`config.mk`:
```
export PLATFORM = sky130hd
export DESIGN_NAME = marmot_uart_tx
export DESIGN_NICKNAME = d
export VERILOG_FILES = /design/src/rtl/marmot_uart_pkg.sv /design/src/rtl/marmot_uart_tx_fifo.sv /design/src/rtl/marmot_uart_tx.sv
export SDC_FILE = /design/constraint.sdc
export NUM_CORES = 1
export LEC_CHECK = 0
export CAP_MARGIN = 20
export CORE_MARGIN = 2
export CORE_UTILIZATION = 49
export CTS_CLUSTER_DIAMETER = 120
export DETAILED_ROUTE_END_ITERATION = 10
export GPL_ROUTABILITY_DRIVEN = 0
export GPL_TIMING_DRIVEN = 0
export PLACE_DENSITY = 0.64
export SETUP_SLACK_MARGIN = 0.4
export SLEW_MARGIN = 15
export SYNTH_ARGS = -nofsm -noshare
export SYNTH_HDL_FRONTEND = slang
export SYNTH_SLANG_ARGS = --single-unit
export TNS_END_PERCENT = 1
```
`constraint.sdc`:
```
create_clock -name clock -period 4.66 [get_ports clock]
set_input_delay 1.165 -clock clock [delete_from_list [all_inputs] [get_ports clock]]
set_output_delay 1.165 -clock clock [all_outputs]
set_load 0.1 [all_outputs]
```
`src/rtl/marmot_uart_pkg.sv`:
```
// rtl/marmot_uart_pkg.sv - shared state type and constants for the Marmot UART transmitter
package marmot_uart_pkg;

  localparam int UART_DATA_BITS = 8;

  typedef enum logic [2:0] {
    IDLE   = 3'd0,
    START  = 3'd1,
    DATA   = 3'd2,
    PARITY = 3'd3,
    STOP   = 3'd4
  } uart_tx_state_e;

endpackage

```
`src/rtl/marmot_uart_tx_fifo.sv`:
```
// rtl/marmot_uart_tx_fifo.sv - byte FIFO feeding the UART transmitter
// Head data is read combinationally from storage; full/empty derive from the count.
module marmot_uart_tx_fifo
  import marmot_uart_pkg::*;
#(
  parameter int DEPTH = 8,
  parameter int WIDTH = UART_DATA_BITS
) (
  input  logic                   clock,
  input  logic                   reset,
  input  logic                   push,
  input  logic [WIDTH-1:0]       push_data,
  input  logic                   pop,
  output logic [WIDTH-1:0]       head_data,
  output logic [$clog2(DEPTH):0] count,
  output logic                   full,
  output logic                   empty
);

  localparam int PTR_W = $clog2(DEPTH);
  localparam logic [PTR_W:0]   FULL_COUNT = (PTR_W + 1)'(DEPTH);
  localparam logic [PTR_W:0]   CNT_ONE    = (PTR_W + 1)'(1);
  localparam logic [PTR_W-1:0] PTR_ONE    = PTR_W'(1);

  logic [WIDTH-1:0] r_mem [DEPTH];
  logic [PTR_W-1:0] r_wr_ptr;
  logic [PTR_W-1:0] r_rd_ptr;
  logic [PTR_W:0]   r_count;
  logic             w_push;
  logic             w_pop;

  assign full  = (r_count == FULL_COUNT);
  assign empty = (r_count == '0);

  // A full FIFO refuses a push even when the same edge pops a byte out.
  assign w_push = push && !full;
  assign w_pop  = pop && !empty;

  always_ff @(posedge clock) begin
    if (w_push) begin
      r_mem[r_wr_ptr] <= push_data;
    end
  end

  always_ff @(posedge clock or posedge reset) begin
    if (reset) begin
      r_wr_ptr <= '0;
      r_rd_ptr <= '0;
      r_count  <= '0;
    end else begin
      if (w_push) begin
        r_wr_ptr <= r_wr_ptr + PTR_ONE;
      end
      if (w_pop) begin
        r_rd_ptr <= r_rd_ptr + PTR_ONE;
      end
      case ({w_push, w_pop})
        2'b10:   r_count <= r_count + CNT_ONE;
        2'b01:   r_count <= r_count - CNT_ONE;
        default: r_count <= r_count;
      endcase
    end
  end

  assign head_data = r_mem[r_rd_ptr];
  assign count     = r_count;

endmodule

```
`src/rtl/marmot_uart_tx.sv`:
```
// rtl/marmot_uart_tx.sv - UART transmitter (8N1/8N2) with input FIFO
// Defining UART_TX_PARITY_EN inserts an even-parity bit after the data bits.
module marmot_uart_tx
  import marmot_uart_pkg::*;
#(
  parameter int CLKS_PER_BIT = 217,
  parameter int FIFO_DEPTH   = 8,
  parameter int STOP_BITS    = 1
) (
  input  logic                        clock,
  input  logic                        reset,
  input  logic                        in_valid,
  output logic                        in_ready,
  input  logic [7:0]                  in_data,
  output logic                        txd,
  output logic                        busy,
  output logic [$clog2(FIFO_DEPTH):0] fifo_count
);

  localparam int TIMER_W = $clog2(CLKS_PER_BIT);
  localparam logic [TIMER_W-1:0] TIMER_LOAD = TIMER_W'(CLKS_PER_BIT - 1);
  localparam logic [TIMER_W-1:0] TIMER_ONE  = TIMER_W'(1);
  localparam logic [2:0]         LAST_DATA  = 3'(UART_DATA_BITS - 1);
  localparam logic [2:0]         LAST_STOP  = 3'(STOP_BITS - 1);

  uart_tx_state_e            r_state;
  logic [TIMER_W-1:0]        r_timer;
  logic [2:0]                r_bit_idx;
  logic [UART_DATA_BITS-1:0] r_sh;
  logic                      r_txd;
`ifdef UART_TX_PARITY_EN
  logic                      r_parity;
`endif

  logic                      w_push;
  logic                      w_pop;
  logic                      w_bit_end;
  logic                      w_fifo_full;
  logic                      w_fifo_empty;
  logic [UART_DATA_BITS-1:0] w_head;

  assign in_ready  = !w_fifo_full;
  assign w_push    = in_valid && in_ready;
  assign w_bit_end = (r_timer == '0);

  // Pop from IDLE, or straight out of the final stop bit so frames run back to back.
  assign w_pop = !w_fifo_empty &&
                 ((r_state == IDLE) ||
                  ((r_state == STOP) && w_bit_end && (r_bit_idx == LAST_STOP)));

  marmot_uart_tx_fifo #(
    .DEPTH (FIFO_DEPTH),
    .WIDTH (UART_DATA_BITS)
  ) u_fifo (
    .clock     (clock),
    .reset     (reset),
    .push      (w_push),
    .push_data (in_data),
    .pop       (w_pop),
    .head_data (w_head),
    .count     (fifo_count),
    .full      (w_fifo_full),
    .empty     (w_fifo_empty)
  );

  always_ff @(posedge clock or posedge reset) begin
    if (reset) begin
      r_state   <= IDLE;
      r_timer   <= '0;
      r_bit_idx <= '0;
      r_sh      <= '0;
      r_txd     <= 1'b1;
    end else if (w_pop) begin
      r_state   <= START;
      r_timer   <= TIMER_LOAD;
      r_bit_idx <= '0;
      r_sh      <= w_head;
      r_txd     <= 1'b0;
    end else begin
      case (r_state)
        START: begin
          if (w_bit_end) begin
            r_state <= DATA;
            r_timer <= TIMER_LOAD;
            r_txd   <= r_sh[0];
          end else begin
            r_timer <= r_timer - TIMER_ONE;
          end
        end
        DATA: begin
          if (w_bit_end) begin
            r_timer <= TIMER_LOAD;
            if (r_bit_idx == LAST_DATA) begin
              r_bit_idx <= '0;
`ifdef UART_TX_PARITY_EN
              r_state   <= PARITY;
              r_txd     <= r_parity;
`else
              r_state   <= STOP;
              r_txd     <= 1'b1;
`endif
            end else begin
              // The line always carries sh[0]; shift first, so drive the next bit now.
              r_bit_idx <= r_bit_idx + 3'd1;
              r_sh      <= {1'b0, r_sh[UART_DATA_BITS-1:1]};
              r_txd     <= r_sh[1];
            end
          end else begin
            r_timer <= r_timer - TIMER_ONE;
          end
        end
`ifdef UART_TX_PARITY_EN
        PARITY: begin
          if (w_bit_end) begin
            r_state   <= STOP;
            r_timer   <= TIMER_LOAD;
            r_bit_idx <= '0;
            r_txd     <= 1'b1;
          end else begin
            r_timer <= r_timer - TIMER_ONE;
          end
        end
`endif
        STOP: begin
          if (w_bit_end) begin
            r_timer <= TIMER_LOAD;
            if (r_bit_idx == LAST_STOP) begin
              r_state   <= IDLE;
              r_bit_idx <= '0;
            end else begin
              r_bit_idx <= r_bit_idx + 3'd1;
            end
          end else begin
            r_timer <= r_timer - TIMER_ONE;
          end
        end
        default: begin
          r_state <= IDLE;
          r_txd   <= 1'b1;
        end
      endcase
    end
  end

`ifdef UART_TX_PARITY_EN
  always_ff @(posedge clock or posedge reset) begin
    if (reset) begin
      r_parity <= 1'b0;
    end else if (w_pop) begin
      r_parity <= ^w_head;
    end
  end
`endif

  assign txd  = r_txd;
  assign busy = (r_state != IDLE) || !w_fifo_empty;

endmodule

```
==> results.sh <==
export IMPL_synth_edff_count=64
export IMPL_grt_pass1_wl_mm=13.6
export IMPL_design_final_nets=348
export IMPL_chipHeight_um=99.6
export IMPL_detailroute_via_count=2473
export IMPL_run_status="complete, no violations"
export IMPL_final_cell_area_um2=5010
export IMPL_synth_top_cell_area_share=0.429
export IMPL_clock_transition_time_at_the_flip_flop_clock_pins_of_the_worst_setup_and_hold_paths_ns=0.11
export IMPL_seq_area_frac_synth=0.614
export IMPL_floorplan_die_area_um2=9920
export IMPL_clk_latency_ns=0.37
export IMPL_floorplan_core_area_um2=8810
export IMPL_synth_fp_nets=318
export IMPL_min_period_over_period=0.840
export IMPL_routed_wirelength_mm=8.13
export IMPL_power_per_cell_area_nw_per_um2=416
export IMPL_start_kind="register"
export IMPL_timing_hold_worst_class="reg -> reg"
export IMPL_average_detailed_routed_wire_length_per_instance_um=18.5
export IMPL_total_power_w=0.00209
export IMPL_finalClockSkew_ns=0.0130
export IMPL_detail_route_drc_violations=0
export IMPL_route_detailed_vias_per_inst=5.63
export IMPL_num_antenna_cells=0
export IMPL_timing_worst_setup_path_type="reg -> out"
export IMPL_grt_start_max_net_pins=34
export IMPL_tightestPinTransition_ns=0.968
export IMPL_hold_violations=0
export IMPL_rsz0062_at_grt="no"
export IMPL_setup_viol=0
export IMPL_cts_root_buf="clkbuf_8"
export IMPL_global_route_overflow_total=0
export IMPL_cts_tree="done"
export IMPL_yosysWarningCount=0
export IMPL_ctsResizeCount=0
export IMPL_cp_required_ns=3.49
export IMPL_finish_utilization=0.569
export IMPL_placement_io_buffers=17
export IMPL_post_synth_num_cell_types=63
export IMPL_antenna_found_initial=0
export IMPL_layout_area_overhead_vs_synth_pct=11.9
export IMPL_post_synth_instance_area_um2=4480
export IMPL_cts_post_setup_buffers_inserted=0
export IMPL_netlist_instances=296
export IMPL_syn_area_per_cell_um2=15.1
export IMPL_cts_sink_count=97
export IMPL_max_freq_mhz=256
export IMPL_h_tree_lvl_count=3
export IMPL_cts_made_buffers=9
export IMPL_leakage_nw=1.86
export IMPL_finalMaxSlewViolations=0
export IMPL_firstDrtPassIters=4
export IMPL_synth_top_cell_by_area="edfxtp_1"
export IMPL_dp_cells=423
export IMPL_hpwlAfterDp_mm=5.39
export IMPL_antenna_violating_nets_post_route=0
export IMPL_peakVddDrop_mv=0.273
export IMPL_final_setup_tns_ns=0
export IMPL_final_fill_count=704
export IMPL_worst_endpoint_arrival_ns=2.75
export IMPL_vias_in_the_first_global_route=2556
export IMPL_drive_gt1_frac=0.196
export IMPL_placement_cell_area_um2=4810
export IMPL_die_width_um=99.6
export IMPL_worstSetupEndpointType="primary output"
export IMPL_start_util=0.508
export IMPL_share_of_flip_flops_with_an_asynchronous_set_or_reset_after_synthesis=0.340
export IMPL_io_pin_count=18
export IMPL_ctsHoldBuffers=0
export IMPL_maxCapViolations=0
export IMPL_synth_seq_cells=97
export IMPL_synth_top_flop_cell="edfxtp_1"
export IMPL_timing_max_slew_rel_slack=0.352
export IMPL_drc_marker_count_from_the_first_detailed_route_iteration=69
export IMPL_finalCriticalPeriod_ns=3.91
export IMPL_synth_top_cells_by_area="edfxtp_1 43%, dfrtp_1 18%, mux4_2 4.5%"
export IMPL_worstPathMaxFanout=7
export IMPL_layoutNonFillerInstCount=439
export IMPL_cts_root_to_sink_buffers=2
export IMPL_std_cell_rows=34
export IMPL_gr_usage_all_layers=0.180
## cells by family (layout without fill, tap and decap cells)
logic type	Yosys count	after routing	synth area share
simple gates	71	71	0.0959
mux	34	34	0.127
xor+xnor	10	10	0.0196
fa+ha+maj	12	12	0.0347
buf+inv	31	66	0.0333
flops	97	97	0.614
compound gates	41	41	0.0755
## final cells by class
| class | count | area (um2) | share of cell area |
|---|---|---|---|
| buffer | 14 | 85.1 | 0.0170 |
| inverter | 17 | 63.8 | 0.0127 |
| timing repair buffer | 19 | 185 | 0.0370 |
| multi-input combinational | 168 | 1590 | 0.317 |
| tap | 108 | 135 | 0.0270 |
| sequential | 97 | 2750 | 0.549 |
| clock buffer | 9 | 124 | 0.0247 |
| clock inverter | 7 | 80.1 | 0.0160 |
## metrics by stage
| stage | worst slack [ns] | hold WS (ns) |
|---|---|---|
| after global routing | 0.528 | 0.519 |
| after CTS | 0.738 | 0.510 |
| after detailed placement | 1.16 | 0.492 |
| after floorplan | 1.24 | 0.488 |
| final | 0.747 | 0.508 |
| after global placement | 0.976 | 0.491 |
## critical path, cell delays in order (launching register included)
cell	delay, ns
dfrtp_1	0.47
nor4_1	0.81
nand2_1	0.10
clkdlybuf4s50_1	1.00
## synthesized netlist by cell type, drive strengths merged, types with 3 or more instances
master    n
nand2b    3
dfrtp    32
nor2     18
nor3      5
edfxtp   64
buf       8
mux2i    16
and2      3
inv      17
a21oi     6
ha       10
mux4     16
clkbuf    6
xor2      4
o21ai     6
a221oi    6
a2bb2oi   4
nand2    14
nor4b     3
nand3     9
xnor2     6
## flip-flops by register name (all words and copies together), names as in the netlist
signal / flops
u_fifo.r_mem: 64
r_sh: 8
r_timer: 8
u_fifo.count: 4
r_bit_idx: 3
r_state: 3
u_fifo.r_rd_ptr: 3
u_fifo.r_wr_ptr: 3
txd: 1
## metal layers
metal,wire [um],global-route usage,share of wire
met1,3590,0.236,0.44
met2,4070,0.296,0.50
met3,309,0.0401,0.038
met4,158,0.0695,0.019
met5,0,0,0
## final timing paths
kind | from | end | slack (ns) | cells past startpoint
max in group asynchronous | reset | u_fifo.r_rd_ptr[2]$_DFFE_PP0P_ | 2.95 | 2
max reg2reg | u_fifo.count[0]$_DFFE_PP0P_ | u_fifo.count[3]$_DFFE_PP0P_ | 1.73 | 11
min | txd$_DFFE_PP1P_ | txd$_DFFE_PP1P_ | 0.51 | 1
min reg2reg | txd$_DFFE_PP1P_ | txd$_DFFE_PP1P_ | 0.51 | 1
max | u_fifo.count[0]$_DFFE_PP0P_ | busy | 0.75 | 3
min in group asynchronous | reset | u_fifo.r_wr_ptr[2]$_DFFE_PP0P_ | 1.22 | 2
## cell usage in the layout (no fill, tap or decap), drive strengths merged, types with 4 or more instances in the layout
| cell type | count |
|---|---|
| xor2 | 4 |
| xnor2 | 6 |
| nor2 | 18 |
| nor3 | 5 |
| inv | 20 |
| mux4 | 16 |
| ha | 10 |
| clkdlybuf4s50 | 17 |
| nand2 | 14 |
| a21oi | 6 |
| a221oi | 6 |
| edfxtp | 64 |
| dfrtp | 32 |
| nand3 | 9 |
| mux2i | 16 |
| clkbuf | 15 |
| o21ai | 6 |
| a2bb2oi | 4 |
| buf | 10 |
## report_power, final
group	leakage (nW)	switching (W)	internal, W
logic	0.783	0.000303	0.000132
clock network	0.0994	0.000337	0.000213
registers	0.981	0.0000632	0.00104
Note: power is estimated with default switching activity, not from simulation.
